--- src/rtl/shreg_arb_pkg.sv ---
// Shared types and helpers for the shreg_arb round-robin register arbiter.
package shreg_arb_pkg;

   typedef enum logic {ARB_IDLE = 1'b0, ARB_FULL = 1'b1} arbstate_t;

   // Index width for n requesters; never narrower than one bit.
   function automatic int idx_w(input int n);
      if (n <= 2) begin
         return 1;
      end else begin
         return $clog2(n);
      end
   endfunction

endpackage

--- src/rtl/shreg_arb_rr_pick.sv ---
// Combinational round-robin picker: first active request at or after ptr, wrapping.
module rr_pick #(
   parameter int NREQ = 4,
   parameter int IW   = 2
) (
   input  logic [NREQ-1:0] req,
   input  logic [IW-1:0]   ptr,
   output logic [NREQ-1:0] gnt,
   output logic [IW-1:0]   idx,
   output logic            any
);

   logic [IW:0] cand_s;

   always_comb begin
      gnt    = '0;
      idx    = '0;
      any    = 1'b0;
      cand_s = '0;
      for (int k = 0; k < NREQ; k++) begin
         // ptr is always below NREQ, so one subtraction is enough to wrap
         cand_s = {1'b0, ptr} + (IW+1)'(k);
         if (cand_s >= (IW+1)'(NREQ)) begin
            cand_s = cand_s - (IW+1)'(NREQ);
         end else begin
            cand_s = cand_s;
         end
         if (!any && req[cand_s]) begin
            any         = 1'b1;
            idx         = cand_s[IW-1:0];
            gnt[cand_s] = 1'b1;
         end else begin
            any = any;
         end
      end
   end

endmodule

--- src/rtl/shreg_arb.sv ---
// Round-robin arbiter sharing one registered data slot between NREQ producers
// and a single consumer with a valid/ack handshake.
module shreg_arb
   import shreg_arb_pkg::*;
#(
   parameter int NREQ  = 4,
   parameter int WIDTH = 32
) (
   input  logic                        clk,
   input  logic                        reset,
   input  logic [NREQ-1:0]             Req,
   input  logic [NREQ-1:0][WIDTH-1:0]  Data,
   output logic [NREQ-1:0]             Gnt,
   input  logic                        Ack,
   input  logic                        Flush,
   output logic [WIDTH-1:0]            Q,
   output logic                        QValid,
   output logic [idx_w(NREQ)-1:0]      QOwner
);

   localparam int IW = idx_w(NREQ);

   arbstate_t         state_q, state_d;
   logic [IW-1:0]     ptr_q, ptr_d;
   logic [IW-1:0]     owner_q, owner_d;
   logic [WIDTH-1:0]  q_q, q_d;

   logic [NREQ-1:0]   pick_gnt_s;
   logic [IW-1:0]     win_s;
   logic              any_s;
   logic              load_ok_s;
   logic              en_s;

   rr_pick #(.NREQ(NREQ), .IW(IW)) u_pick (
      .req (Req),
      .ptr (ptr_q),
      .gnt (pick_gnt_s),
      .idx (win_s),
      .any (any_s)
   );

   assign load_ok_s = ((state_q == ARB_IDLE) || Ack) && !Flush;
   assign en_s      = load_ok_s && any_s;

   // Grant is gated by reset so nothing is offered while the block is held in reset.
   always_comb begin
      if (reset && load_ok_s) begin
         Gnt = pick_gnt_s;
      end else begin
         Gnt = '0;
      end
   end

   always_comb begin
      state_d = state_q;
      ptr_d   = ptr_q;
      owner_d = owner_q;
      q_d     = q_q;
      if (Flush) begin
         state_d = ARB_IDLE;
      end else if (en_s) begin
         state_d = ARB_FULL;
         owner_d = win_s;
         q_d     = Data[win_s];
         ptr_d   = (win_s == IW'(NREQ-1)) ? '0 : win_s + IW'(1);
      end else if (load_ok_s) begin
         state_d = ARB_IDLE;
      end else begin
         state_d = state_q;
      end
   end

   always_ff @(posedge clk or negedge reset) begin
      if (!reset) begin
         state_q <= ARB_IDLE;
         ptr_q   <= '0;
         owner_q <= '0;
         q_q     <= '0;
      end else begin
         state_q <= state_d;
         ptr_q   <= ptr_d;
         owner_q <= owner_d;
         q_q     <= q_d;
      end
   end

   assign Q      = q_q;
   assign QValid = (state_q == ARB_FULL);
   assign QOwner = owner_q;

endmodule

--- config.mk ---
export PLATFORM = sky130hd
export DESIGN_NAME = shreg_arb
export DESIGN_NICKNAME = d
export VERILOG_FILES = /design/src/rtl/shreg_arb_pkg.sv /design/src/rtl/shreg_arb_rr_pick.sv /design/src/rtl/shreg_arb.sv
export SDC_FILE = /design/constraint.sdc
export NUM_CORES = 1
export LEC_CHECK = 0
export ABC_AREA = 1
export CAP_MARGIN = 20
export CELL_PAD_IN_SITES_DETAIL_PLACEMENT = 0
export CELL_PAD_IN_SITES_GLOBAL_PLACEMENT = 2
export CORE_ASPECT_RATIO = 0.8
export CORE_MARGIN = 1.5
export CORE_UTILIZATION = 20
export DETAILED_ROUTE_END_ITERATION = 10
export PLACE_DENSITY = 0.9
export REMOVE_ABC_BUFFERS = 1
export SLEW_MARGIN = 25
export SYNTH_ARGS = -nofsm -noshare
export SYNTH_HDL_FRONTEND = slang
export SYNTH_SLANG_ARGS = --single-unit
--- constraint.sdc ---
create_clock -name clk -period 3.1 [get_ports clk]
set_clock_uncertainty 0.1 [all_clocks]
set_input_delay 0.465 -clock clk [delete_from_list [all_inputs] [get_ports clk]]
set_output_delay 0.465 -clock clk [all_outputs]
set_load 0.02 [all_outputs]
-- After elaboration in Yosys (flattened, before gate mapping)
Cells that the tools add are included.
Widths: inputs -> output; s select.
- register bits after elaboration: 37
- input port bits: 136
- output and inout bits: 39
- logic and storage cells: 87
- $add $sub $neg: 8
- $lt $le $gt $ge: 13
- equal/unequal tests: 1
- muxes and demuxes: 39
- bitwise logic cells: 5
- reductions and logical operators: 17
- operators by type and width (kind ; count):
    $bmux 32 s2 ; 1
    $mux 32 ; 1
    $mux 4 ; 5
    $mux 1 ; 15
    $ge 3x1->1 const B ; 4
    $lt 3x3->1 const B ; 4
    $mux 3 ; 4
    $or 4x4->4 ; 3
    $logic_and 1x1->1 ; 10
    $mux 2 ; 5
    $ge 3x3->1 const B ; 3
    $sub 3x3->3 const B ; 3
    $bmux 1 s2 ; 4
    $demux 1 s2 ; 4
    $add 2x2->3 const B ; 2
    $logic_not 1->1 ; 4
    $add 2x1->3 const B ; 1
    $ge 2x3->1 const B ; 1
    $lt 2x3->1 const B ; 1
    $reduce_bool 3->1 ; 1
    $sub 2x3->3 const B ; 1
    $add 2x1->2 const B ; 1
    $eq 2x2->1 const B ; 1
    $not 1->1 ; 2
    other kinds (2) ; 2

-- Logic depth before layout (Yosys ltp)
- depth after elaboration: 17
- depth in mapped cells: 17
- gate-level depth less buffers: 16

-- Cells and area by module
A second synthesis with hierarchy kept.
- cells, all modules: 619
- area total of the unflattened synthesis: 3512.1 µm²
- by module, submodules not included (module ; times used ; cells an instance ; area each (µm²) ; sequential area each (µm²)):
    shreg_arb ; 1 ; 542 ; 3034.2 ; 925.9
    rr_pick ; 1 ; 77 ; 478.0 ; 0.0

-- Least setup slack after synthesis
OpenSTA, ideal clock, no wires.
- path type: reg2out
- start: register ptr_q[0]
- end: output port Gnt[2]
- data arrival time: 1945 ps
- path slack: 590 ps
- cell stages (with the launch flop): 14
- cells stage by stage: dfrtp_1 inv_2 ha_1 inv_1 nand3_2 nand2_4 inv_2 nor2_8 nand3_1 o22ai_1 a21oi_1 o21ai_0 nand2_1 inv_1
- cells in the longest elaborated chain, start to end: 15
- RTL lines (element ; RTL line ; source):
    start: declaration ; shreg_arb.sv:24 ; logic [IW-1:0] ptr_q, ptr_d;
    start signal: assignment ; shreg_arb.sv:81 ; ptr_q <= ptr_d;
    branches (longest 13 deep; another with $add 2x1->3) ; n/a ;
    $mux 4 * ; shreg_arb_rr_pick.sv:28 ; if (!any && req[cand_s]) begin
    $mux 4 * ; shreg_arb.sv:47 ; if (reset && load_ok_s) begin
    end: declaration ; shreg_arb.sv:13 ; output logic [NREQ-1:0] Gnt,
Mark *: on every way between the ends. The select of a mux whose other input is x is not followed.

-- Worst setup path after layout
- start: register ptr_q[0]
- end: output port Gnt[0]
Same word-level chain as after synthesis.

==> flow_metrics.env <==
export IMPL_setup_ws_ps=220
export IMPL_fp_dieW_um=156
export IMPL_syn_area_um2=3760
export IMPL_final_util_pct=32.5
export IMPL_grt_max_degree=38
export IMPL_yosys_warnings=0
export IMPL_clkLatencyLatePin_ps=280
export IMPL_critical_path_class="flip-flop to primary output"
export IMPL_n_antenna_cell=0
export IMPL_syn_to_final_growth_pct=57.9
export IMPL_cts_buffers=5
export IMPL_synth_xor_area_share_pct=0
export IMPL_start_kind="flip-flop"
export IMPL_finalPower_mw=7.41
export IMPL_syn_inst=615
export IMPL_hp_class="input pin to asynchronous set/reset pin"
export IMPL_status="complete, no violations"
export IMPL_synth_compound_area_share_pct=3.09
export IMPL_fin_area_um2=5940
export IMPL_p_leak_nw=3.23
export IMPL_coreArea_um2=18300
export IMPL_grt_first_pass_wirelength_mm=21.9
export IMPL_critical_path_slowest_cell="dfrtp_1"
export IMPL_cp_cell_sequence="inv_2, ha_1, inv_1, nand3_2, nand2_4, inv_2, nor2_8, nand3_1, o21ai_0, o21ai_0, inv_1, dlygate4sd2_1"
export IMPL_cts_tree="yes"
export IMPL_crit_arrival_ps=2310
export IMPL_drive_above_1_share_pct=11.4
export IMPL_worstSetupEndpointType="primary output"
export IMPL_synth_cell_types=27
export IMPL_vias=4076
export IMPL_fin_setup_tns_ps=0
export IMPL_hold_ws_ps=155
export IMPL_hold_viol=0
export IMPL_finalMaxSlewViolations=0
export IMPL_synth_area_leader_cell="dfrtp_1"
export IMPL_antenna_found_initial=0
export IMPL_ioPinCount=175
export IMPL_hpwl_mm=9.32
export IMPL_drc=0
export IMPL_die_area_um2=19700
export IMPL_ant_nets=0
export IMPL_synth_edf_count=0
export IMPL_nets=923
export IMPL_ys_top_cells_by_area="dfrtp_1, nand2_1, inv_1"
export IMPL_place_ws_ps=5.16
export IMPL_first_pass_iters=4
export IMPL_io_buffers=174
export IMPL_grt_usage_pct=14.0
export IMPL_fin_cells=1036
export IMPL_seq_area_frac_synth_pct=24.6
export IMPL_routed_wl_mm=13.0
export IMPL_ys_top_cells_by_count="nand2_1, inv_1, nand3_1"
export IMPL_routedWlPerCell_um=12.6
export IMPL_clk_path_buf_depth=2
export IMPL_cpPeakStageDelay_ps=350
export IMPL_fmax_mhz=347
export IMPL_synth_most_common_cell="nand2_1"
export IMPL_avgSynthCellArea_um2=6.12
export IMPL_die_h_um=126
export IMPL_setup_viol=0
export IMPL_slew_headroom_pct=52.2
export IMPL_ir_worst_vdd_uv=786
export IMPL_tightest_slew_ps=717
export IMPL_drv_cap=0
export IMPL_yosysTopAreaCellShare_pct=24.6
export IMPL_cts_root_buf="clkbuf_16"
export IMPL_drt_iter0_drc=217
export IMPL_clk_pin_slew_worst_paths_ps=60
export IMPL_period_share_pct=92.9
export IMPL_synth_fa_ha_area_share_pct=1.66
export IMPL_rsz0062_at_grt="no"
export IMPL_grt_pass1_vias=4216
export IMPL_p_per_area_nw_per_um2=1250
export IMPL_start_util_pct=20.6
export IMPL_place_congestion=0.750
export IMPL_grt_ovfl_total=0
export IMPL_critPathMaxFanout=4
export IMPL_cts_htree_levels=2
export IMPL_yosys_most_used_dff="dfrtp_1"
export IMPL_ys_ff_latch=37
export IMPL_viasPerCell=3.93
export IMPL_postCtsHoldBufs=0
export IMPL_cts_sinks=37
export IMPL_async_flop_share_pct=100
export IMPL_required_ps=2530
export IMPL_layout_min_cycle_time_ps=2880
export IMPL_muxShareOfSynthArea_pct=0
export IMPL_placed_cells=1028
export IMPL_place_area_um2=5790
export IMPL_synth_top_family_by_area="simple AND/OR/NAND/NOR gates"
export IMPL_synth_simple_gate_area_share_pct=49.6
export IMPL_placementRows=44
## cell families after synthesis
| kind of cell | Yosys count |
|---|---|
| buf+inv | 181 |
| flops | 37 |
| fa+ha+maj | 5 |
| compound gates | 21 |
| simple gates | 371 |
## layout make-up
type	count	area (um2)
Fill cell	2063	12300
Multi-Input combinational cell	397	2050
Timing Repair Buffer	193	1930
Sequential cell	37	926
Inverter	148	556
Tap cell	253	317
Clock buffer	7	143
Clock inverter	1	30.0
## registers in the layout (all words and copies together), names as in the netlist
signal,flops
QValid,1
QOwner,2
ptr_q,2
Q,32
## placed cells by master, fill, tap and decap left out, types with 5 or more instances in the layout
cell type / n
buf_12: 5
ha_1: 5
nand2_1: 210
buf_4: 14
inv_1: 142
clkbuf_16: 5
a21oi_1: 6
nand2_2: 6
nand3_1: 101
inv_2: 5
clkdlybuf4s50_1: 169
nand3_2: 38
dfrtp_1: 37
nand2_4: 7
o21ai_0: 7
## routing by layer
| metal | global-route usage [%] | vias up | wire length, um | share of wire, % |
|---|---|---|---|---|
| met2 | 22.2 | 121 | 5580 | 43 |
| met3 | 4.09 | 6 | 1030 | 7.9 |
| met5 | 0 | - | 0 | 0 |
| li1 | - | 2178 | - | - |
| met4 | 2.52 | 0 | 102 | 0.78 |
| met1 | 18.9 | 1771 | 6330 | 49 |
## worst max-delay path: cells and delay by family (launching register included)
kind                     cells  cell delay [ps]
AO/OA/AOI/OAI                2              260
buffers and inverters        5              620
AND/OR/NAND/NOR              4              450
flip-flops                   1              350
adder cells (fa/ha/maj)      1              350
## timing repair
action / in CTS / in global routing
setup endpoints to repair: 4 / 3
pin swaps: 0 / 0
setup buffers: 0 / 0
resized for setup: 4 / 6
## where the power goes
part           switching [mW]  internal, mW
clock                   0.208         0.402
combinational            3.69          2.24
sequential              0.129         0.739
## final timing paths
kind,startpoint,to,slack (ps),depth (start not counted)
max,ptr_q[0],Gnt[0],220,12
min,reset,Q[26],150,2
max reg2reg,ptr_q[0],Q[29],470,16
min reg2reg,Q[4],Q[4],380,2
max in group asynchronous,reset,Q[17],2370,2
min in group clk,Q[4],Q[4],380,2
Power figures use the tool's default switching activity.
